File: src/rtl/id_regfile_sb.sv
// ID-stage register file with per-register in-flight write scoreboard: combinational reads with WB bypass,
// zero-cycle stall/issue; a stalled instruction is turned into a bubble toward ID/EX.
module id_regfile_sb #(
  parameter int DATA_W   = 64,
  parameter int DEPTH    = 8,
  parameter int MAX_INFL = 3
) (
  input  logic              clk,
  input  logic              rst,
  input  logic              id_valid,
  input  logic [2:0]        R1_addr,
  input  logic [2:0]        R2_addr,
  input  logic              R1_use,
  input  logic              R2_use,
  input  logic              WRegEn_in,
  input  logic              WMemEn_in,
  input  logic [2:0]        WReg1_in,
  input  logic              wb_en,
  input  logic [2:0]        wb_addr,
  input  logic [DATA_W-1:0] wb_data,
  output logic [DATA_W-1:0] R1_out_ID,
  output logic [DATA_W-1:0] R2_out_ID,
  output logic              WRegEn_ID,
  output logic              WMemEn_ID,
  output logic [2:0]        WReg1_ID,
  output logic              issue,
  output logic              stall,
  output logic              sb_err
);

  localparam int         NADDR   = 8;
  localparam logic [1:0] CNT_MAX = 2'(MAX_INFL);

  logic [DATA_W-1:0] regs [DEPTH];
  logic [1:0]        cnt  [DEPTH];
  logic              sb_err_q;

  // Full 3-bit address map; slots beyond DEPTH read as an idle, zero register.
  logic [DATA_W-1:0] reg_at [NADDR];
  logic [1:0]        cnt_at [NADDR];

  for (genvar g = 0; g < NADDR; g++) begin : g_map
    if (g < DEPTH) begin : g_live
      assign reg_at[g] = regs[g];
      assign cnt_at[g] = cnt[g];
    end else begin : g_dead
      assign reg_at[g] = '0;
      assign cnt_at[g] = '0;
    end
  end

  logic hz_r1, hz_r2, dst_full;
  logic wb_hit_r1, wb_hit_r2;

  always_comb begin
    wb_hit_r1 = wb_en && (wb_addr == R1_addr);
    wb_hit_r2 = wb_en && (wb_addr == R2_addr);
    // A writeback retiring the last outstanding write clears the hazard in the same cycle.
    hz_r1     = (cnt_at[R1_addr] != 2'd0) && !(wb_hit_r1 && cnt_at[R1_addr] == 2'd1);
    hz_r2     = (cnt_at[R2_addr] != 2'd0) && !(wb_hit_r2 && cnt_at[R2_addr] == 2'd1);
    dst_full  = (cnt_at[WReg1_in] == CNT_MAX);
  end

  assign stall     = id_valid && ((R1_use && hz_r1) || (R2_use && hz_r2) || (WRegEn_in && dst_full));
  assign issue     = id_valid && !stall;
  assign R1_out_ID = wb_hit_r1 ? wb_data : reg_at[R1_addr];
  assign R2_out_ID = wb_hit_r2 ? wb_data : reg_at[R2_addr];
  assign WRegEn_ID = issue && WRegEn_in;
  assign WMemEn_ID = issue && WMemEn_in;
  assign WReg1_ID  = WReg1_in;
  assign sb_err    = sb_err_q;

  logic [DEPTH-1:0] cnt_inc, cnt_dec;
  logic             wb_orphan;

  always_comb begin
    cnt_inc   = '0;
    cnt_dec   = '0;
    for (int i = 0; i < DEPTH; i++) begin
      cnt_inc[i] = issue && WRegEn_in && (int'(WReg1_in) == i);
      cnt_dec[i] = wb_en && (int'(wb_addr) == i) && (cnt[i] != 2'd0);
    end
    wb_orphan = wb_en && (cnt_at[wb_addr] == 2'd0);
  end

  always_ff @(posedge clk or posedge rst) begin
    if (rst) begin
      for (int i = 0; i < DEPTH; i++) begin
        regs[i] <= '0;
        cnt[i]  <= '0;
      end
      sb_err_q <= 1'b0;
    end else begin
      if (wb_en && (int'(wb_addr) < DEPTH)) regs[wb_addr] <= wb_data;
      if (wb_orphan) sb_err_q <= 1'b1;
      // Issue and retire on the same register cancel out.
      for (int i = 0; i < DEPTH; i++) begin
        if (cnt_inc[i] && !cnt_dec[i] && cnt[i] != CNT_MAX) cnt[i] <= cnt[i] + 2'd1;
        else if (cnt_dec[i] && !cnt_inc[i]) cnt[i] <= cnt[i] - 2'd1;
      end
    end
  end

endmodule

File: config.mk
export PLATFORM = sky130hd
export DESIGN_NAME = id_regfile_sb
export DESIGN_NICKNAME = d
export VERILOG_FILES = /design/src/rtl/id_regfile_sb.sv
export SDC_FILE = /design/constraint.sdc
export NUM_CORES = 1
export LEC_CHECK = 0
export BUFFER_PORTS_ARGS = -buffer_cell sky130_fd_sc_hd__buf_2
export CORE_MARGIN = 5
export CORE_UTILIZATION = 50
export CTS_BUF_LIST = sky130_fd_sc_hd__clkbuf_4
export CTS_CLUSTER_SIZE = 14
export DETAILED_ROUTE_END_ITERATION = 8
export PLACE_DENSITY = 0.69
export SYNTH_ARGS = -nofsm -noshare
export SYNTH_HDL_FRONTEND = slang
export SYNTH_SLANG_ARGS = --single-unit
File: constraint.sdc
create_clock -name clk -period 48.9 [get_ports clk]
set_input_delay 12.225 -clock clk [delete_from_list [all_inputs] [get_ports clk]]
set_output_delay 12.225 -clock clk [all_outputs]
set_load 0.05 [all_outputs]
==> impl_metrics.tcl <==
set metrics [dict create \
    vdd_drop_max_uv 27.4 \
    drv_cap 0 \
    synth_nets 3063 \
    ys.flop_type "dfrtp_1" \
    final_area_mm2 0.0326 \
    hold_viol_final 0 \
    cts-root-buf "clkbuf_4" \
    async_flop_share_pct 100 \
    wire_per_inst_um 22.8 \
    clock_latency_ns 0.99 \
    rsz0062_at_grt "false" \
    globalplace.congestion 0.830 \
    cp_top_family "buffers and inverters" \
    drc 0 \
    crit_type "in -> out" \
    fin_setup_tns_ns 0 \
    clockPowerShare_pct 28.8 \
    clk_pin_slew_ns 0.05 \
    whs_ns 0.494 \
    port_buffers 219 \
    crit_chain "clkbuf_8 > buf_4 > buf_4 > mux4_2 > nand2_1 > a31oi_1 > buf_2" \
    critPathSlowestCell "buf_4" \
    io_pins 220 \
    placed_cell_area_mm2 0.0308 \
    syn_avg_cell_area_um2 9.87 \
    drt_pass1_iterations 8 \
    p_per_area_mw_per_mm2 43.2 \
    cp.required_ns 36.67 \
    nets 3183 \
    dpl.hpwl_um 51300 \
    power_frac_seq_pct 42.1 \
    start_kind "primary input" \
    max_freq_mhz 35.9 \
    critical_path.most_common_cell "buf_4" \
    worst-path-buf-inv 4 \
    worst_pin_slew_ns 1.22 \
    synth_area_leaders "dfrtp_1 (45%), mux4_2 (20%), nand2_1 (17%)" \
    cts_buffer_depth 3 \
    synth_seq_cells 529 \
    grt.overflow.total 0 \
    synth.yosys.seq_area_share_pct 45.0 \
    yosys.cell_types.count 40 \
    postCtsSetupBuffers 0 \
    layout-drive-gt1-share_pct 27.9 \
    crit_path_end_kind "primary output" \
    dr.first_iter.drc_count 2351 \
    cp_slowest_stage_delay_ns 0.80 \
    fin_crit_ns 27.83 \
    dieArea_mm2 0.0638 \
    clkSinkCount 529 \
    initial_utilization_pct 50.7 \
    postRouteAntennaNets 0 \
    p_leak_nw 15.7 \
    setup_viol 0 \
    slew_headroom_pct 18.7 \
    hold_buffers 0 \
    syn-cell-area_mm2 0.0294 \
    h-tree-depth 4 \
    synth_cells 2979 \
    die_h_um 252 \
    power.internal_mw 0.904 \
    ys_warn_count 0 \
    post-route-period-util_pct 56.9 \
    tritoncts "done" \
    grt_pass1_vias 24800 \
    worstPathArrival_ns 15.61 \
    vias 24000 \
    cts_made_buffers 146 \
    status "finished, final reports clean" \
    hold_class "reg -> reg" \
    combinationalPowerShare_pct 29.1 \
    grt_max_degree 130 \
    area_delta_synth_final_pct 10.9 \
    core_mm2 0.0580 \
    antenna_found_initial 6 \
    skew_ns 0.0145 \
    die_w_um 252 \
    grt_usage_pct 28.6 \
    crit_fanout 56 \
    yosys.area.top_type "dfrtp_1" \
    viasPerCell 6.05 \
    drt-total-wl_um 90700 \
    postCtsResizedCells 0 \
    synth-edff-count 0 \
    slew_viol_final 0 \
    rows 88 \
    netlist.area_leader.share_pct 45.0 \
    swShare_pct 35.7 \
    grt_pass1_wl_um 142000 \
    switching_power_mw 0.503 \
]
[stage by stage]
stage / cells / setup slack [ns] / utilization, % / total power, mW
floorplan: 2979 / 21.72 / - / 0.902
global placement: 3716 / 21.05 / 53.0 / 0.987
detailed placement: 3716 / 21.03 / 53.0 / 1.01
CTS: 3963 / 21.02 / 56.2 / 1.42
global route: 3967 / 20.80 / 56.2 / 1.48
finish: 3968 / 21.07 / 56.2 / 1.41
[cells by family after synthesis]
kind of cell,after synthesis,synth area share [%]
AOI/OAI and AO/OA,178,3.59
buffers and inverters,295,3.83
and+or+nand+nor,1502,19.7
DFF,529,45.0
xor gates and xnor gates,13,0.387
muxes,462,27.5
[power groups by stage]
stage | sequential [mW] | combinational [mW] | clock [mW]
2_1_floorplan | 0.574 | 0.327 | 0
3_3_place_gp | 0.587 | 0.400 | 0
3_5_place_dp | 0.597 | 0.410 | 0
4_1_cts | 0.589 | 0.411 | 0.415
5_1_grt | 0.601 | 0.440 | 0.440
6_report | 0.592 | 0.409 | 0.406
[cell usage after synthesis (all sizes together) (7+ instances only)]
cell    instances
and2            7
o21ai           8
a21oi          75
nand3          10
clkbuf        218
nor3            7
dfrtp         529
mux4          264
a31oi          64
xnor2           7
mux2i          69
nor2          147
nand2        1304
o22ai           7
mux2          129
buf            66
inv            11
[worst reg2reg max path, delay by kind of cell (launching register included)]
family          cells  cell delay (ns)
mux                 1             0.49
flops               1             0.47
compound gates      4             0.96
simple gates        1             0.68
[sequential cells by signal, indices dropped and copies added, names as in the netlist]
signal  flops
sb_err      1
reg_at    512
cnt        16
[cell type report]
| type | count | area [um^2] |
|---|---|---|
| Clock inverter | 38 | 256 |
| Sequential cell | 529 | 13200 |
| Multi-Input combinational cell | 2155 | 15100 |
| Timing Repair Buffer | 256 | 1410 |
| Fill cell | 4956 | 25400 |
| Inverter | 11 | 48.8 |
| Antenna cell | 5 | 12.5 |
| Clock buffer | 209 | 1570 |
| Tap cell | 765 | 957 |
[routing by layer]
metal | global-route usage [%] | vias up | routed length (um)
met1 | 37.1 | 12100 | 34700
met2 | 47.2 | 1265 | 44900
met3 | 7.11 | 211 | 8500
met4 | 10.3 | 2 | 2550
met5 | 0 | - | 13
li1 | - | 10400 | -
[final timing paths]
| kind | start | endpoint | slack [ns] | cells past startpoint |
|---|---|---|---|---|
| max in group asynchronous | rst | reg_at[490] | 35.07 | 4 |
| min reg2reg | reg_at[113] | reg_at[113] | 0.49 | 2 |
| max reg2reg | cnt[5] | cnt[0] | 46.16 | 6 |
| min | reg_at[113] | reg_at[113] | 0.49 | 2 |
| min in group asynchronous | rst | reg_at[247] | 11.45 | 2 |
| max | R2_addr[0] | R2_out_ID[27] | 21.07 | 7 |
[cells in the final DEF (no fill, tap or decap), types with 9 or more instances in the layout]
cell and n:
mux2i_1 69, buf_4 38, mux2_2 129, nor2_1 141, clkbuf_4 209, buf_2 214
mux4_2 264, clkinv_1 24, a31oi_1 64, a21oi_1 75, dfrtp_1 529, inv_1 9
nand2_1 1303
Power figures use the tool's default switching activity.
